## src/rtl/pcp_pkg.sv

```systemverilog
// Shared constants and stage payload types for the pipelined Kogge-Stone adder.
package pcp_pkg;
  localparam int WIDTH  = 8;
  localparam int LEVELS = 3;
  localparam int SPAN1  = 1;
  localparam int SPAN2  = 2;
  localparam int SPAN3  = 4;

  // lv is 0-based: level 0 feeds S1, level 1 feeds S2, level 2 feeds S3.
  function automatic int span_of(input int lv);
    case (lv)
      0:       return SPAN1;
      1:       return SPAN2;
      default: return SPAN3;
    endcase
  endfunction

  typedef struct packed {
    logic [WIDTH-1:0] g;
    logic [WIDTH-1:0] p;
    logic [WIDTH-1:0] po;
    logic             cin;
  } stage_t;

  typedef struct packed {
    logic [WIDTH-1:0] sum;
    logic             cout;
    logic             ovf;
  } res_t;
endpackage

```

## src/rtl/prefix_cell.sv

```systemverilog
// Kogge-Stone prefix operator: (Gh,Ph) o (Gl,Pl) = (Gh | Ph&Gl, Ph&Pl).
module prefix_cell (
  input  logic gh_i,
  input  logic ph_i,
  input  logic gl_i,
  input  logic pl_i,
  output logic g_o,
  output logic p_o
);
  assign g_o = gh_i | (ph_i & gl_i);
  assign p_o = ph_i & pl_i;
endmodule

```

## src/rtl/prefix_carry_pipe.sv

```systemverilog
// Three-stage pipelined Kogge-Stone carry network with valid/ready handshake.
module prefix_carry_pipe #(
  parameter int WIDTH  = pcp_pkg::WIDTH,
  parameter int LEVELS = pcp_pkg::LEVELS
) (
  input  logic             clk,
  input  logic             rst_n,
  input  logic [WIDTH-1:0] p,
  input  logic [WIDTH-1:0] g,
  input  logic             cin,
  input  logic             in_valid,
  output logic             in_ready,
  output logic [WIDTH-1:0] sum,
  output logic             cout,
  output logic             ovf,
  output logic             out_valid,
  input  logic             out_ready
);
  import pcp_pkg::*;

  logic [LEVELS-1:0][WIDTH-1:0] src_g, src_p, dst_g, dst_p;
  stage_t s1_d, s1_q, s2_d, s2_q;
  res_t   s3_d, s3_q;
  logic [LEVELS:1]   vld_q;
  logic [LEVELS+1:1] rdy;
  logic [WIDTH-1:0]  c;
  logic              unused_p;

  // A stage can load when empty or when its contents move on this cycle.
  assign rdy[LEVELS+1] = out_ready;
  for (genvar k = 1; k <= LEVELS; k++) begin : g_rdy
    assign rdy[k] = !vld_q[k] | rdy[k+1];
  end
  assign in_ready = rdy[1];

  // cin is folded into bit 0 so the final G vector is the carry out of each bit.
  assign src_g[0] = {g[WIDTH-1:1], g[0] | (p[0] & cin)};
  assign src_p[0] = p;
  assign src_g[1] = s1_q.g;
  assign src_p[1] = s1_q.p;
  assign src_g[2] = s2_q.g;
  assign src_p[2] = s2_q.p;

  for (genvar lv = 0; lv < LEVELS; lv++) begin : g_lvl
    for (genvar i = 0; i < WIDTH; i++) begin : g_bit
      if (i >= span_of(lv)) begin : g_cell
        prefix_cell u_cell (
          .gh_i(src_g[lv][i]),
          .ph_i(src_p[lv][i]),
          .gl_i(src_g[lv][i-span_of(lv)]),
          .pl_i(src_p[lv][i-span_of(lv)]),
          .g_o (dst_g[lv][i]),
          .p_o (dst_p[lv][i])
        );
      end else begin : g_pass
        assign dst_g[lv][i] = src_g[lv][i];
        assign dst_p[lv][i] = src_p[lv][i];
      end
    end
  end

  // Group propagate out of the last level is not needed for the sum.
  assign unused_p = ^dst_p[LEVELS-1];

  assign s1_d = '{g: dst_g[0], p: dst_p[0], po: p,       cin: cin};
  assign s2_d = '{g: dst_g[1], p: dst_p[1], po: s1_q.po, cin: s1_q.cin};

  assign c         = {dst_g[2][WIDTH-2:0], s2_q.cin};
  assign s3_d.sum  = s2_q.po ^ c;
  assign s3_d.cout = dst_g[2][WIDTH-1];
  assign s3_d.ovf  = dst_g[2][WIDTH-1] ^ dst_g[2][WIDTH-2];

  always_ff @(posedge clk or negedge rst_n) begin
    if (!rst_n) begin
      vld_q <= '0;
      s1_q  <= '0;
      s2_q  <= '0;
      s3_q  <= '0;
    end else begin
      if (rdy[1]) vld_q[1] <= in_valid;
      if (rdy[2]) vld_q[2] <= vld_q[1];
      if (rdy[3]) vld_q[3] <= vld_q[2];
      if (rdy[1] && in_valid) s1_q <= s1_d;
      if (rdy[2] && vld_q[1]) s2_q <= s2_d;
      if (rdy[3] && vld_q[2]) s3_q <= s3_d;
    end
  end

  assign sum       = s3_q.sum;
  assign cout      = s3_q.cout;
  assign ovf       = s3_q.ovf;
  assign out_valid = vld_q[3];
endmodule

```

## config.mk

```make
export PLATFORM = sky130hd
export DESIGN_NAME = prefix_carry_pipe
export DESIGN_NICKNAME = d
export VERILOG_FILES = /design/src/rtl/pcp_pkg.sv /design/src/rtl/prefix_cell.sv /design/src/rtl/prefix_carry_pipe.sv
export SDC_FILE = /design/constraint.sdc
export NUM_CORES = 1
export LEC_CHECK = 0
export BUFFER_PORTS_ARGS = -buffer_cell sky130_fd_sc_hd__buf_2
export CAP_MARGIN = 40
export CORE_MARGIN = 10
export CORE_UTILIZATION = 50
export CTS_CLUSTER_SIZE = 24
export DETAILED_ROUTE_END_ITERATION = 10
export PLACE_DENSITY = 0.7
export SLEW_MARGIN = 40
export SYNTH_ARGS = -nofsm -noshare
export SYNTH_HDL_FRONTEND = slang
export SYNTH_HIERARCHICAL = 1
export SYNTH_SLANG_ARGS = --single-unit
```

## constraint.sdc

```tcl
create_clock -name clk -period 3.6 [get_ports clk]
set_clock_uncertainty 0.05 [all_clocks]
set_input_delay 0 -clock clk [delete_from_list [all_inputs] [get_ports clk]]
set_output_delay 0 -clock clk [all_outputs]
set_load 0.03 [all_outputs]
```

Word level (Yosys, flattened, before mapping). Index checks and enable logic that the tools add are counted.

Bitwise operators: 54. Reductions and logical operators: 6.

Operators by type and width (count): AND 1 bit (31); bitwise OR 1 bit (21); bitwise XOR 8 bit (1); logical AND 1 bit (3); logical NOT 1 bit (3); bitwise XOR 1 bit (1).

Input bits: 21. Register bits after elaboration: 63.

Logic depth before layout (Yosys ltp). Gate-level depths: netlist of the first run.

Depth after elaboration: 5. Depth in mapped cells: 4. Gate-level depth less buffers: 3.

Hierarchy. Netlist of the first run, hierarchy kept.

By module, submodules not included: prefix_carry_pipe (area an instance 2476.1 um2, sequential area each 1526.5 um2, cells an instance 142, instances 1); prefix_cell (area an instance 15.0 um2, sequential area each 0.0 um2, cells an instance 2, instances 17).

Worst setup path after synthesis of the first run. OpenSTA, ideal clock, no wires.

Path kind: register to register. Start point: reg vld_q[3] in the netlist's numbering. End point: reg s1_q, in the netlist dst_g[8]. Data required time: 3.425 ns. Data arrival time: 1.571 ns. Setup time: 0.125 ns. Slack: 1.854 ns. Path buffers: 1. Clock period less this slack: 1.746 ns. Stages on the path, launching flop included: 5. Cells stage by stage: dfrtp_1 > nand4b_2 > nand2_4 > buf_12 > mux2_4.

Word-level cells in the longest chain between the ends: 5.

Ends and longest elaborated chain: from (decl) (line prefix_carry_pipe.sv:24) `logic [LEVELS:1] vld_q;`; logical NOT 1 bit (line prefix_carry_pipe.sv:32) `assign rdy[k] = !vld_q[k] | rdy[k+1];`; bitwise OR 1 bit (3 in a row) (line prefix_carry_pipe.sv:32); via in_ready (line prefix_carry_pipe.sv:12) `output logic in_ready,`; logical AND 1 bit (line prefix_carry_pipe.sv:83) `if (rdy[1] && in_valid) s1_q <= s1_d;`; to (signal assigned) (line prefix_carry_pipe.sv:76) `s1_q <= '0;`; to (signal assigned) (line prefix_carry_pipe.sv:83); to (decl) (line prefix_carry_pipe.sv:22) `stage_t s1_d, s1_q, s2_d, s2_q;`.

The timed path passes the listed nets, and every way through them passes these cells. A chain may end at the register's enable or synchronous reset.

Worst setup path after layout of the first run.
Start point: in out_ready. End point: reg s1_q[16] in the netlist's numbering.

Word-level cells in the longest chain between the ends: 4.

Ends and longest elaborated chain: from (decl) (line prefix_carry_pipe.sv:17) `input logic out_ready`; bitwise OR 1 bit (3 in a row) (line prefix_carry_pipe.sv:32); logical AND 1 bit (line prefix_carry_pipe.sv:83).

No other way between the ends.

==> results.cfg, run 1 <==
[drt]
ant_nets = 0
firstDrtPassIters = 4
vias = 1466
drt-vias-per-instance = 4.95
wire_per_inst_um = 15.4
initialDrtViolationCount = 92
wl_um = 4570
drc_errors = 0

[finish]
layout_common_cells = 57 x dfrtp_1, 33 x mux2_2, 32 x buf_2
n_antenna_cell = 0
nNetsFinal = 245
layout-drive-gt1-share_pct = 48.9
multi_input_area_um2 = 1040
fill_cells = 377
area_delta_synth_final_pct = 22.7
seqCellArea_um2 = 1430
stdcell_count = 296
final_common_cell = dfrtp_1

[floorplan]
die_w_um = 91.1
rows = 25
start_util_pct = 52.5
die_area_um2 = 8300
die_height_um = 91.1
core_um2 = 4820
io_pins = 33

[placed_design]
dp.cells = 257
place.gp.congestion = 0.712
place_hpwl_um = 3110
port_buffers = 32

[critical_path]
crit_type = in2reg
cp-start-kind = input pin
ff2ff_setup_slack_ps = 2080
slowest_delay_ps = 530
arrival_ps = 1680
crit_family = buffers and inverters
required_ps = 3760
cp_max_fo = 23
cp.depth = 5
reg2reg_depth = 3
path_buf_inv = 2
endpoint_kind = flop
path_cells = dlygate4sd3_1 -> buf_2 -> nand4b_2 -> nand2_4 -> mux2_2
critPathSlowestCell = dlygate4sd3_1

[timing]
final_hold_viol_count = 0
fmax_mhz = 659
slew_viol_final = 0
fin_crit_sh_pct = 42.1
timing.final.crit_period_ps = 1520
setup_tns_ps = 0
max_slew.worst_pin.slew_ps = 706
maxSlewHeadroom_pct = 52.9
rsz0062_at_grt = no
finalSetupViolCount = 0

[logic_synthesis]
synth_nets = 182
ys_warn_count = 6
syn_inst = 161
netlist_area_um2 = 2530
syn_avg_cell_area_um2 = 15.7

[cts]
clk_latency_ps = 330
cts_made_buffers = 9
cts_tree = done
cts_buffer_depth = 2
cts.clk_slew.worst_paths_ps = 60
cts_root_buf = clkbuf_8
numClockSinks = 57
htreeDepth = 3

[grt]
antenna_found_initial = 0
grt_use_total_pct = 12.0
grt_pass1_vias = 1649
overflow = 0
grt_pass1_wl_um = 8040
grt_max_degree = 58

[power_and_ir_drop]
power.leakage_uw = 0.00147
p_per_area_nw_per_um2 = 612
ir_worst_vdd_mv = 0.291

[outcome]
status = complete, no violations

[worst_hold_path]
hp-class = in2async

[job]
maxCapViolCount = 0
==> routing by layer <==
metal  vias to the layer above  share of wire (%)  global-route usage (%)
li1                        693                  -                       -
met1                       735                 45                    13.9
met2                        31                 48                    19.5
met3                         7                5.2                    5.02
met4                         0                1.1                    4.70
met5                         -                  0                       0
==> state kept, by name (all words and copies together), names as in the netlist <==
name and flops:
sum 8, dst_p 2, s2_q 15, c 5, s1_q 20, cout 1
vld_q 3, dst_g 2, ovf 1
==> stage by stage <==
stage	util, %	total power [uW]	cell area [um2]	hold WS [ps]	setup slack, ps
floorplan	-	1270	2530	-346	1850
global placement	56.4	1400	2720	121	2120
detailed placement	56.4	1420	2720	130	2060
CTS	64.4	1920	3100	318	2050
global route	64.4	2010	3100	358	1970
finish	64.4	1900	3100	293	2080
==> cell type report <==
type	count	area share (%)
Timing Repair Buffer	56	12.8
Multi-Input combinational cell	100	33.5
Sequential cell	57	45.9
Clock inverter	4	0.645
Tap cell	67	2.70
Clock buffer	12	4.35
==> worst min-delay path, delay by kind of cell <==
family	cells	cell delay, ps
buffers and inverters	3	1160
==> where the power goes <==
group	internal [uW]	switching [uW]
Clock	245	238
Sequential	796	94.5
Combinational	262	263
==> path summary, 6_finish.rpt <==
path,startpoint,end
worst max-delay path,out_ready,s1_q[16]$_DFFE_PN0P_
min in group clk,in_valid,vld_q[1]$_DFFE_PN0P_
max in group asynchronous,rst_n,s1_q[15]$_DFFE_PN0P_
worst min register to register,sum[4]$_DFFE_PN0P_,sum[4]$_DFFE_PN0P_
worst min-delay path,rst_n,sum[0]$_DFFE_PN0P_
worst max register to register,vld_q[2]$_DFFE_PN0P_,s1_q[16]$_DFFE_PN0P_
==> what timing repair did <==
item,in CTS,in global routing
endpoints found under the hold margin,79,0
endpoints found under the setup margin,0,0
gates resized for setup,0,0
hold buffers,23,0
setup buffers,0,0
Power figures use the tool's default switching activity.
==> inputs of run 2 (changes only) <==
==> constraint.sdc (replaced) <==
create_clock -name clk -period 1.5 [get_ports clk]
set_clock_uncertainty 0.05 [all_clocks]
set_input_delay 0 -clock clk [delete_from_list [all_inputs] [get_ports clk]]
set_output_delay 0 -clock clk [all_outputs]
set_load 0.03 [all_outputs]
==> run 2 against run 1 <==
First-iteration DRC count shrank 11%; sequential share of layout area shrank 1.9 points; clock power grew to 3.4 times the previous value; design area grew 4.5%; combinational power grew 150%; clock-buffer cell count is the same; die area is the same; core utilization grew 2.9 points; setup slack lost 2100 ps; cell count is the same; critical endpoint is now s1_q[23]$_DFFE_PN0P_; largest cell class unchanged.
==> results.cfg, run 2 (same netlist as run 1, synthesis figures left out) <==
[finish]
regMostFlops = s1_q
stdcell_count = 296
layout-drive-gt1-share_pct = 50.2
final_common_cell = dfrtp_1
area_delta_synth_final_pct = 28.2
largest_register_ffs = 20
n_antenna_cell = 0
layout_common_cells = 56 x dfrtp_1, 33 x mux2_2, 28 x buf_2
finalInstanceArea_um2 = 3240
nNetsFinal = 245

[timing]
fin_ws_ps = 13.9
timing.final.crit_period_ps = 1490
maxSlewHeadroom_pct = 78.5
slew_viol_final = 0
setup_tns_ps = 0
final_hold_viol_count = 0
finalSetupViolCount = 0
max_slew.worst_pin.slew_ps = 321
fin_crit_sh_pct = 99.1
fmax_mhz = 673

[critical_path]
arrival_ps = 1660
required_ps = 1680
r2r-end = s1_q[11]$_DFFE_PN0P_
ff2ff_setup_slack_ps = 100
endpoint_kind = flop
timing.rr.start = vld_q[2]$_DFFE_PN0P_
crit_type = in2reg
cp_max_fo = 2
reg2reg_depth = 4
cp-start-kind = input pin

[power_and_ir_drop]
p_seq_share_pct = 42.2
clkPwrFrac_pct = 32.1
p_per_area_nw_per_um2 = 1560
combPwrFrac_pct = 25.6
p_sw_uw = 1480
switching_share_pct = 29.2
intPower_uw = 3590
ir_worst_vdd_mv = 0.794
power.leakage_uw = 0.00153

[worst_hold_path]
hp-class = in2reg
min_to = s1_q[5]$_DFFE_PN0P_
hold_depth = 2
hp-start = p[4]

[cts]
numClockSinks = 57
cts_buffer_depth = 2
htreeDepth = 3
clk_latency_ps = 340
cts_tree = done
cts.clk_slew.worst_paths_ps = 70
cts_made_buffers = 9
cts_root_buf = clkbuf_8

[floorplan]
die_w_um = 91.1
rows = 25
io_pins = 33
die_area_um2 = 8300
start_util_pct = 52.5
die_height_um = 91.1
core_um2 = 4820

[placed_design]
place.gp.congestion = 0.723
pre_cts_ws_ps = 95.2
dp.cells = 260
place_hpwl_um = 3300
port_buffers = 32
place_area_um2 = 2790

[grt]
overflow = 0
grt_max_degree = 58
grt_use_total_pct = 13.0
grt_pass1_vias = 1729
antenna_found_initial = 0
grt_pass1_wl_um = 8560

[drt]
ant_nets = 0
wire_per_inst_um = 16.7
initialDrtViolationCount = 82
firstDrtPassIters = 4
wl_um = 4940
drc_errors = 0
vias = 1488
drt-vias-per-instance = 5.03

[outcome]
status = complete, no violations

[job]
maxCapViolCount = 0
run 2: worst max-delay path, stage by stage:
cell,delay [ps]
dlygate4sd3_1,550
buf_2,140
a21o_1,150
dlygate4sd3_1,550
mux2_4,260
run 2: layer usage:
metal	wire [um]	global-route usage (%)
met4	123	8.22
met5	0	0
met3	220	3.70
met1	2100	14.7
met2	2500	21.2
run 2: metrics by stage:
step	hold WS [ps]	util (%)	total power [uW]
final	114	67.3	5070
after detailed placement	-27.1	57.9	3450
after global routing	161	67.3	5340
after floorplan	-346	-	3060
after CTS	141	67.7	5140
after global placement	-31.4	57.9	3390
run 2: worst max path at each step:
stage	from	end
detailed placement	vld_q[2]$_DFFE_PN0P_	s1_q[7]$_DFFE_PN0P_
global route	g[5]	s1_q[23]$_DFFE_PN0P_
floorplan	vld_q[3]$_DFFE_PN0P_	s1_q[19]$_DFFE_PN0P_
global placement	vld_q[2]$_DFFE_PN0P_	s1_q[2]$_DFFE_PN0P_
CTS	p[2]	s1_q[19]$_DFFE_PN0P_
finish	g[5]	s1_q[23]$_DFFE_PN0P_
run 2: layout make-up:
cell class                      count  area, um2
Fill cell                         376       1570
Sequential cell                    57       1430
Multi-Input combinational cell    100       1050
Timing Repair Buffer               56        452
Clock buffer                       12        155
Tap cell                           67       83.8
Clock inverter                      4       75.1
run 2: what timing repair did:
| item | 4_1_cts | 5_1_grt |
|---|---|---|
| hold endpoints to repair | 77 | 0 |
| resized for setup | 0 | 2 |
| setup buffers | 0 | 0 |
| hold buffers | 24 | 0 |
| endpoints found under the setup margin | 0 | 4 |
run 2: power by group through the flow:
| stage | clock [uW] | sequential, uW | combinational (uW) |
|---|---|---|---|
| final | 1630 | 2140 | 1300 |
| after global routing | 1750 | 2200 | 1400 |
| after CTS | 1670 | 2140 | 1330 |
| after detailed placement | 0 | 2170 | 1280 |
| after global placement | 0 | 2150 | 1240 |
| after floorplan | 0 | 2390 | 669 |
